[src/rtl/square_wave_multi_pkg.sv]
// Shared constants, width helpers and the saturating exponent step
// for the multi-channel square-wave generator.
package sqw_pkg;

  localparam int KEY_PLUS  = 0;
  localparam int KEY_MINUS = 1;
  localparam int KEY_SEL   = 2;

  typedef enum logic {
    KEY_UP   = 1'b0,
    KEY_DOWN = 1'b1
  } key_st_e;

  function automatic int sel_w(input int channels);
    return (channels <= 1) ? 1 : $clog2(channels);
  endfunction

  function automatic int exp_w(input int cnt_w);
    return (cnt_w <= 2) ? 1 : $clog2(cnt_w);
  endfunction

  // Up and down together cancel; a step past either end is dropped.
  function automatic int unsigned sat_step(input int unsigned e, input logic up,
                                           input logic dn, input int unsigned mx);
    sat_step = e;
    if (up && !dn && (e < mx)) sat_step = e + 1;
    else if (dn && !up && (e > 0)) sat_step = e - 1;
  endfunction

endpackage

[src/rtl/square_wave_multi_if.sv]
// Key inputs and status/wave outputs of the square-wave generator.
interface sqw_if
  import sqw_pkg::*;
#(
  parameter int CHANNELS = 3,
  parameter int CNT_W    = 24
);
  localparam int SEL_W = sel_w(CHANNELS);
  localparam int EXP_W = exp_w(CNT_W);

  logic                key_plus_i;
  logic                key_minus_i;
  logic                key_sel_i;
  logic [CHANNELS-1:0] wave_o;
  logic [SEL_W-1:0]    sel_o;
  logic [EXP_W-1:0]    exp_o;

  modport slave  (input  key_plus_i, key_minus_i, key_sel_i,
                  output wave_o, sel_o, exp_o);
  modport master (output key_plus_i, key_minus_i, key_sel_i,
                  input  wave_o, sel_o, exp_o);
endinterface

[src/rtl/square_wave_multi_key_conditioner.sv]
// One raw key: 2-FF synchroniser, counting debouncer, press-edge pulse
// and optional hold-to-repeat timer.
module key_conditioner
  import sqw_pkg::*;
#(
  parameter int DEB_W      = 16,
  parameter int HOLD_CYC   = 2**22,
  parameter int REPEAT_CYC = 2**20,
  parameter bit REPEAT_EN  = 1'b1
) (
  input  logic clk,
  input  logic rst_i,
  input  logic key_i,
  output logic state_o,
  output logic pulse_o
);
  localparam int TMR_MAX = (HOLD_CYC > REPEAT_CYC) ? HOLD_CYC : REPEAT_CYC;
  localparam int TMR_W   = $clog2(TMR_MAX + 1);
  localparam logic [TMR_W-1:0] HOLD_LAST = TMR_W'(HOLD_CYC - 1);
  localparam logic [TMR_W-1:0] REP_LAST  = TMR_W'(REPEAT_CYC - 1);

  logic [1:0]       sync_q;
  logic [DEB_W-1:0] deb_q, deb_d;
  key_st_e          st_q, st_d;
  logic             pulse_q, pulse_d;
  logic [TMR_W-1:0] tmr_q, tmr_d;
  logic             rep_q, rep_d;
  logic [TMR_W-1:0] lim;
  logic             flip, fire;

  always_ff @(posedge clk) begin
    if (rst_i) begin
      sync_q  <= '0;
      deb_q   <= '0;
      st_q    <= KEY_UP;
      pulse_q <= 1'b0;
      tmr_q   <= '0;
      rep_q   <= 1'b0;
    end else begin
      sync_q  <= {sync_q[0], key_i};
      deb_q   <= deb_d;
      st_q    <= st_d;
      pulse_q <= pulse_d;
      tmr_q   <= tmr_d;
      rep_q   <= rep_d;
    end
  end

  always_comb begin
    deb_d   = deb_q;
    st_d    = st_q;
    tmr_d   = tmr_q;
    rep_d   = rep_q;
    flip    = 1'b0;
    lim     = rep_q ? REP_LAST : HOLD_LAST;

    if (key_st_e'(sync_q[1]) == st_q) begin
      deb_d = '0;
    end else if (&deb_q) begin
      flip  = 1'b1;
      deb_d = '0;
      st_d  = (st_q == KEY_UP) ? KEY_DOWN : KEY_UP;
    end else begin
      deb_d = deb_q + DEB_W'(1);
    end

    // The press pulse is registered on the same edge the state rises, so it
    // lines up with the debounced state instead of trailing it by a cycle.
    fire = REPEAT_EN && (st_q == KEY_DOWN) && !flip && (tmr_q == lim);

    if (!REPEAT_EN || (st_q == KEY_UP) || flip) begin
      tmr_d = '0;
      rep_d = 1'b0;
    end else if (fire) begin
      tmr_d = '0;
      rep_d = 1'b1;
    end else begin
      tmr_d = tmr_q + TMR_W'(1);
    end

    pulse_d = (flip && (st_q == KEY_UP)) || fire;
  end

  assign state_o = (st_q == KEY_DOWN);
  assign pulse_o = pulse_q;

endmodule

[src/rtl/square_wave_multi.sv]
// Multi-channel power-of-two square-wave generator: one shared counter,
// per-channel exponents programmed with plus/minus/select keys.
module square_wave_multi
  import sqw_pkg::*;
#(
  parameter int CHANNELS   = 3,
  parameter int CNT_W      = 24,
  parameter int RESET_EXP  = 0,
  parameter int DEB_W      = 16,
  parameter int HOLD_CYC   = 2**22,
  parameter int REPEAT_CYC = 2**20
) (
  input logic  clk,
  input logic  rst_i,
  sqw_if.slave bus
);
  localparam int SEL_W = sel_w(CHANNELS);
  localparam int EXP_W = exp_w(CNT_W);
  localparam logic [EXP_W-1:0] EXP_RST  = EXP_W'(RESET_EXP);
  localparam logic [SEL_W-1:0] SEL_LAST = SEL_W'(CHANNELS - 1);

  logic [2:0]          key_raw;
  logic [2:0]          key_pulse;
  logic [CNT_W-1:0]    cnt_q, cnt_d;
  logic [CHANNELS-1:0] wave_q, wave_d;
  logic [SEL_W-1:0]    sel_q, sel_d;
  logic [EXP_W-1:0]    exp_q [CHANNELS];
  logic [EXP_W-1:0]    exp_d [CHANNELS];

  assign key_raw[KEY_PLUS]  = bus.key_plus_i;
  assign key_raw[KEY_MINUS] = bus.key_minus_i;
  assign key_raw[KEY_SEL]   = bus.key_sel_i;

  for (genvar k = 0; k < 3; k++) begin : gen_key
    key_conditioner #(
      .DEB_W     (DEB_W),
      .HOLD_CYC  (HOLD_CYC),
      .REPEAT_CYC(REPEAT_CYC),
      .REPEAT_EN (k != KEY_SEL)
    ) u_key (
      .clk    (clk),
      .rst_i  (rst_i),
      .key_i  (key_raw[k]),
      .state_o(),
      .pulse_o(key_pulse[k])
    );
  end

  always_comb begin
    cnt_d = cnt_q + CNT_W'(1);
    sel_d = sel_q;
    if (key_pulse[KEY_SEL]) sel_d = (sel_q == SEL_LAST) ? '0 : sel_q + SEL_W'(1);
    // The step lands on the channel selected before this edge, even when
    // select advances on the same edge.
    for (int k = 0; k < CHANNELS; k++) begin
      exp_d[k]  = exp_q[k];
      if (SEL_W'(k) == sel_q)
        exp_d[k] = EXP_W'(sat_step(32'(exp_q[k]), key_pulse[KEY_PLUS],
                                   key_pulse[KEY_MINUS], CNT_W - 1));
      wave_d[k] = cnt_q[exp_q[k]];
    end
  end

  always_ff @(posedge clk) begin
    if (rst_i) begin
      cnt_q  <= '0;
      wave_q <= '0;
      sel_q  <= '0;
      for (int k = 0; k < CHANNELS; k++) exp_q[k] <= EXP_RST;
    end else begin
      cnt_q  <= cnt_d;
      wave_q <= wave_d;
      sel_q  <= sel_d;
      for (int k = 0; k < CHANNELS; k++) exp_q[k] <= exp_d[k];
    end
  end

  assign bus.wave_o = wave_q;
  assign bus.sel_o  = sel_q;
  assign bus.exp_o  = exp_q[sel_q];

endmodule

[src/flat_wrapper.sv]
// flat-port wrapper written by rule: the top's interface ports become plain ports
module square_wave_multi_flat import sqw_pkg::*;
#(
  parameter int CHANNELS   = 3,
  parameter int CNT_W      = 24,
  parameter int RESET_EXP  = 0,
  parameter int DEB_W      = 16,
  parameter int HOLD_CYC   = 2**22,
  parameter int REPEAT_CYC = 2**20
)
  (clk, rst_i, bus_key_plus_i, bus_key_minus_i, bus_key_sel_i, bus_wave_o, bus_sel_o, bus_exp_o);
  sqw_if #(.CHANNELS(CHANNELS), .CNT_W(CNT_W)) bus_i ();
  input logic clk;
  input logic rst_i;
  input wire logic [$bits(bus_i.key_plus_i)-1:0] bus_key_plus_i;
  input wire logic [$bits(bus_i.key_minus_i)-1:0] bus_key_minus_i;
  input wire logic [$bits(bus_i.key_sel_i)-1:0] bus_key_sel_i;
  output wire logic [$bits(bus_i.wave_o)-1:0] bus_wave_o;
  output wire logic [$bits(bus_i.sel_o)-1:0] bus_sel_o;
  output wire logic [$bits(bus_i.exp_o)-1:0] bus_exp_o;
  assign bus_i.key_plus_i = bus_key_plus_i;
  assign bus_i.key_minus_i = bus_key_minus_i;
  assign bus_i.key_sel_i = bus_key_sel_i;
  assign bus_wave_o = bus_i.wave_o;
  assign bus_sel_o = bus_i.sel_o;
  assign bus_exp_o = bus_i.exp_o;
  square_wave_multi #(.CHANNELS(CHANNELS), .CNT_W(CNT_W), .RESET_EXP(RESET_EXP), .DEB_W(DEB_W), .HOLD_CYC(HOLD_CYC), .REPEAT_CYC(REPEAT_CYC)) u_core (.clk(clk), .rst_i(rst_i), .bus(bus_i));
endmodule
[config.mk]
export PLATFORM = sky130hd
export DESIGN_NAME = square_wave_multi_flat
export DESIGN_NICKNAME = d
export VERILOG_FILES = /design/src/rtl/square_wave_multi_pkg.sv /design/src/rtl/square_wave_multi_if.sv /design/src/rtl/square_wave_multi_key_conditioner.sv /design/src/rtl/square_wave_multi.sv /design/src/flat_wrapper.sv
export SDC_FILE = /design/constraint.sdc
export NUM_CORES = 1
export LEC_CHECK = 0
export BUFFER_PORTS_ARGS = -buffer_cell sky130_fd_sc_hd__buf_4
export CAP_MARGIN = 20
export CORE_ASPECT_RATIO = 1.75
export CORE_MARGIN = 1
export CORE_UTILIZATION = 52
export CTS_CLUSTER_SIZE = 12
export DETAILED_ROUTE_END_ITERATION = 10
export PLACE_DENSITY_LB_ADDON = 0.25
export SLEW_MARGIN = 10
export SYNTH_ARGS = -nofsm -noshare
export SYNTH_HDL_FRONTEND = slang
export SYNTH_HIERARCHICAL = 1
export SYNTH_SLANG_ARGS = --single-unit
export TNS_END_PERCENT = 100
[constraint.sdc]
create_clock -name clk -period 2 [get_ports clk]
set_input_delay 0.1 -clock clk [delete_from_list [all_inputs] [get_ports clk]]
set_output_delay 0.1 -clock clk [all_outputs]
set_load 0.02 [all_outputs]
### Word-level counts from Yosys, hierarchy flattened

Memory sizes are Yosys's and may differ from the RTL's. A register that Yosys moved wholly into a read port is not among the register bits.
Index checks and enable logic that the tools add are counted.

* add/sub/neg operators: 13
* order comparisons: 9
* eq/ne operators: 8
* mux-type cells: 35
* bitwise gates (word level): 9
* reductions and logical operators: 37

Operator list (number)
* 5-bit 2-to-1 mux: 12
* 17-bit AND reduction: 3
* 16-bit by 1-bit adder with 16-bit output (second input constant): 3
* 16-bit AND reduction: 3
* 23-bit by 1-bit adder with 23-bit output (second input constant): 2
* 23-bit by 22-bit equality test with 1-bit output: 2
* 22-bit 2-to-1 mux: 2
* 24-bit by 1-bit adder with 24-bit output (second input constant): 1
* 5-bit by 6-bit less-than comparator with 1-bit output (second input constant): 3
* 5-bit by 1-bit adder with 5-bit output (second input constant): 3
* 1-bit binary-select mux with 5-bit select: 3
* 5-bit by 1-bit > comparator with 1-bit output (second input constant): 3
* 1-bit logical AND: 15
* 5-bit less-than comparator (second input constant): 3
* 1-bit 2-to-1 mux: 15
* 3-bit OR reduction: 5
* 5-bit by 1-bit subtractor with 5-bit output (second input constant): 3
* 2-bit 2-to-1 mux: 3
* 1-bit inverter: 6
* 1-bit logical NOT: 4
* 1-bit logical OR: 4
* 2-bit OR reduction: 2
* 1-bit equality test: 3
* 1-bit bitwise OR: 3
* 5 further kinds: 5

* flip-flop bits (word level): 137
* RAM bits: 15
* input bits: 5
* output and inout port bits: 10
* word-level logic and storage cells: 131
* memories: 1

Memories
* u_core.exp_q: depth 3, bits a word 5, read ports 4, clocked after memory_dff 1, write ports 3, line square_wave_multi.sv:27 `logic [EXP_W-1:0] exp_q [CHANNELS];`

### Depth between registers and ports, before layout

* depth in word-level cells: 7
* gate-level depth with buffers: 10
* gate-level depth less buffers: 9

### By module

The synthesis kept the hierarchy.

By module, submodules not included
* key_conditioner at u_core.gen_key[0].u_key ...: instances 2, cells an instance 215, area an instance 1885.6 µm², seq. area each 880.8 µm²
* square_wave_multi: instances 1, cells an instance 328, area an instance 3027.9 µm², seq. area each 920.9 µm²
* key_conditioner at u_core.gen_key[2].u_key: instances 1, cells an instance 89, area an instance 817.0 µm², seq. area each 400.4 µm²

### Worst setup path before layout

No wires, ideal clock.

* path kind: register to register
* from: memory u_core/exp_q[2][1] (netlist name)
* to: memory u_core/exp_q[2][4] (netlist name)
* library setup time: 116 ps
* arrival time: 2065 ps
* data required time: 1884 ps
* path slack: -181 ps
* cell stages (with the launch flop): 10
* path buffers: 1
* period minus slack after synthesis: 2181 ps
* path through: dfxtp_1 > clkbuf_8 > nand4_1 > nand3_1 > fa_1 > a21o_1 > a21oi_1 > xnor2_1 > a21oi_1 > a31o_2

RTL lines (line)
* start, declared: square_wave_multi.sv:27

==> impl_metrics.env <==
export IMPL_initialDrtViolationCount=245
export IMPL_critPathMaxStageDelay_ns=0.38
export IMPL_area_growth_pct=16.2
export IMPL_fin_crit_sh=0.993
export IMPL_num_rows=58
export IMPL_die_h_um=162
export IMPL_critPathSlowestCell="fa_2"
export IMPL_r2r_setup_slack_ns=0.01
export IMPL_synth_warnings=6
export IMPL_synthMuxAreaShare=0.0785
export IMPL_synth_most_common_cell="nor2_1"
export IMPL_rsz0062_at_grt="true"
export IMPL_synth_cell_types=60
export IMPL_place_inst=1053
export IMPL_critPathBufInv=0
export IMPL_start_util=0.530
export IMPL_fmax_mhz=503
export IMPL_start_kind="register"
export IMPL_antenna_found_initial=0
export IMPL_critPathTopFamily="compound AO/OA/AOI/OAI gates"
export IMPL_fin_nets=921
export IMPL_power_leakage_nw=2.97
export IMPL_arrival_ns=2.30
export IMPL_holdWs_ns=0.0488
export IMPL_hold_viol_final=0
export IMPL_synth_top_family_by_area="simple AND/OR/NAND/NOR gates"
export IMPL_via_count=6113
export IMPL_viasPerCell=5.60
export IMPL_grt_overflow_total=0
export IMPL_wl_per_cell_um=14.6
export IMPL_nFillCells=1204
export IMPL_p_per_area_nw_per_um2=746
export IMPL_ys_top_cells_by_area="dfxtp_1 (40%), nor2_1 (7.7%), xnor2_1 (7.5%)"
export IMPL_crit_required_ns=2.32
export IMPL_hold_start="rst_i"
export IMPL_maxSlewHeadroom=0.559
export IMPL_fin_crit_ns=1.99
export IMPL_layoutNonFillerInstCount=1091
export IMPL_ant_nets=0
export IMPL_path_class="reg2reg"
export IMPL_power_mw=6.60
export IMPL_ff2ff_path_depth=8
export IMPL_final_area_um2=8850
export IMPL_synth_nets=870
export IMPL_cts_tree="yes"
export IMPL_port_buffer_count=14
export IMPL_dieWidth_um=93.5
export IMPL_synth_edff_count=0
export IMPL_design_die_area_um2=15200
export IMPL_htree_levels=4
export IMPL_clkSlewWorstSetupHoldPaths_ns=0.07
export IMPL_avgSynthCellArea_um2=8.99
export IMPL_clockRootBuffer="clkbuf_16"
export IMPL_skew_ns=0.0126
export IMPL_dp_hpwl_um=11500
export IMPL_status="complete, no violations"
export IMPL_path_max_fanout=3
export IMPL_yosysTopAreaCell="dfxtp_1"
export IMPL_synthArstFlopShare=0
export IMPL_clk_latency_ns=0.42
export IMPL_clk_path_buf_depth=2
export IMPL_setup_violations=0
export IMPL_io_pins=15
export IMPL_cts_made_buffers=17
export IMPL_grt_pass1_wl_um=27400
export IMPL_syn_inst=847
export IMPL_worst_pin_slew_ns=0.656
export IMPL_synth_commonest_cells="nor2_1 (157), dfxtp_1 (154), xnor2_1 (65), nand2_1 (60), nand3_1 (49)"
export IMPL_place_area_um2=8130
export IMPL_drc=0
export IMPL_crit_start="u_core/gen_key[1].u_key/pulse_o"
export IMPL_r2r_start="u_core/gen_key[1].u_key/pulse_o"
export IMPL_ys_seq_area_frac=0.405
export IMPL_dominantRegCellSynth="dfxtp_1"
export IMPL_dr_pass1_iters=7
export IMPL_synth_compound_area_frac=0.0540
export IMPL_grt_usage=0.224
export IMPL_synth_xor_area_frac=0.129
export IMPL_r2r_end="u_core/exp_q[2][4]"
export IMPL_cap_violations=0
export IMPL_yosys_area_share_simple=0.266
export IMPL_synthAdderAreaFrac=0.0325
export IMPL_drv_slew=0
export IMPL_ys_seq_elements=154
export IMPL_hp_class="in2reg"
export IMPL_setup_tns_ns=0
export IMPL_grt_max_degree=29
export IMPL_wirelength_um=16000
export IMPL_diodes=0
export IMPL_holdPathStages=2
export IMPL_place_gp_congestion=0.820
export IMPL_numClockSinks=154
export IMPL_hold_path_end="u_core/gen_key[1].u_key/state_o"
export IMPL_yosys_area_top_type_share=0.405
export IMPL_cp_end_kind="register"
export IMPL_crit_chain="and2b_2 -> nand3_4 -> fa_2 -> a21o_1 -> a21oi_2 -> xnor2_1 -> a21oi_1 -> a31o_2"
export IMPL_grt_pass1_vias=6212
export IMPL_core_um2=14400
export IMPL_syn_area_um2=7620
export IMPL_irDropWorstVdd_uv=530
export IMPL_drive_gt1_frac=0.155
==> report_power, final <==
group	switching [mW]	leakage [nW]	internal (mW)
combinational	0.0495	1.43	0.0439
sequential	0.0163	1.24	3.08
clock	1.40	0.301	2.01
total	1.46	2.97	5.14
==> cell families (layout without fill, tap and decap cells) <==
kind of cell	Yosys count	in the layout
simple gates	407	407
flops	154	154
xor+xnor	112	112
compound gates	63	63
buf+inv	53	117
mux	40	40
fa+ha+maj	18	18
==> per-stage QoR <==
| stage | util | worst slack [ns] |
|---|---|---|
| after floorplan | - | -0.0614 |
| after global placement | 0.566 | 0.00818 |
| after detailed placement | 0.566 | -0.0248 |
| after CTS | 0.611 | 0.00338 |
| after global routing | 0.616 | -0.0492 |
| final | 0.616 | 0.0138 |
==> worst reg2reg max path: stages (launching register included) <==
cell and delay, ns:
dfxtp_1 0.30, and2b_2 0.28, nand3_4 0.10, fa_2 0.38, a21o_1 0.18, a21oi_2 0.14
xnor2_1 0.15, a21oi_1 0.11, a31o_2 0.23
==> cells in the final DEF (no fill, tap or decap), types with 4 or more instances in the layout <==
master and count:
a21o_1 5, a21oi_1 18, a21oi_2 5, and3_1 7, and4_1 7, buf_4 56
clkbuf_16 17, dfxtp_1 151, ha_1 14, inv_1 23, inv_6 8, mux2_2 4
mux2i_1 23, mux4_1 8, mux4_2 5, nand2_1 60, nand2b_1 11, nand3_1 46
nand4_1 33, nor2_1 157, nor2b_1 10, nor3_1 23, nor4_1 9, o2111ai_1 4
o21ai_0 13, or2_2 4, or3_1 10, or3b_2 4, or4_1 4, xnor2_1 65
xor2_1 47
==> state kept, by name, indices dropped and copies added (netlist names), named ones only <==
name / flops
u_core/bus.sel_o: 2
u_core/bus.wave_o: 3
u_core/cnt_q: 24
u_core/exp_q: 15
u_core/gen_key.u_key/deb_q: 48
u_core/gen_key.u_key/pulse_o: 3
u_core/gen_key.u_key/rep_q: 2
u_core/gen_key.u_key/state_o: 3
u_core/gen_key.u_key/sync_q: 6
u_core/gen_key.u_key/tmr_q: 46
==> worst max path at each step <==
stage / end / cells past startpoint / slack (ns)
6_report: u_core/exp_q[2][4] / 8 / 0.01
5_1_grt: u_core/exp_q[1][4] / 8 / -0.05
4_1_cts: u_core/exp_q[2][4] / 8 / 0.003
3_5_place_dp: u_core/exp_q[2][4] / 8 / -0.02
3_3_place_gp: u_core/exp_q[2][4] / 8 / 0.008
2_1_floorplan: u_core/exp_q[2][4] / 9 / -0.06
==> final cells by class <==
class | instances | area [um2] | share of cell area
Inverter | 23 | 86.3 | 0.00975
Clock inverter | 15 | 198 | 0.0223
Tap cell | 180 | 225 | 0.0254
Clock buffer | 17 | 425 | 0.0481
Multi-Input combinational cell | 640 | 4320 | 0.488
Sequential cell | 154 | 3090 | 0.349
Timing Repair Buffer | 62 | 510 | 0.0577
==> per-layer routing <==
metal / GRT usage / up-vias / wire, um
met3: 0.0412 / 39 / 374
met4: 0.113 / 0 / 475
met5: 0 / - / 0
met1: 0.229 / 2942 / 6340
met2: 0.424 / 94 / 8770
li1: - / 3038 / -
==> what timing repair did <==
item	in CTS	in global routing
resized for setup	2	10
hold buffers	3	0
pin swaps	0	6
hold endpoints to repair	3	0
setup endpoints to repair	2	25
buffers inserted	0	3
(Power assumes the default switching activity.)
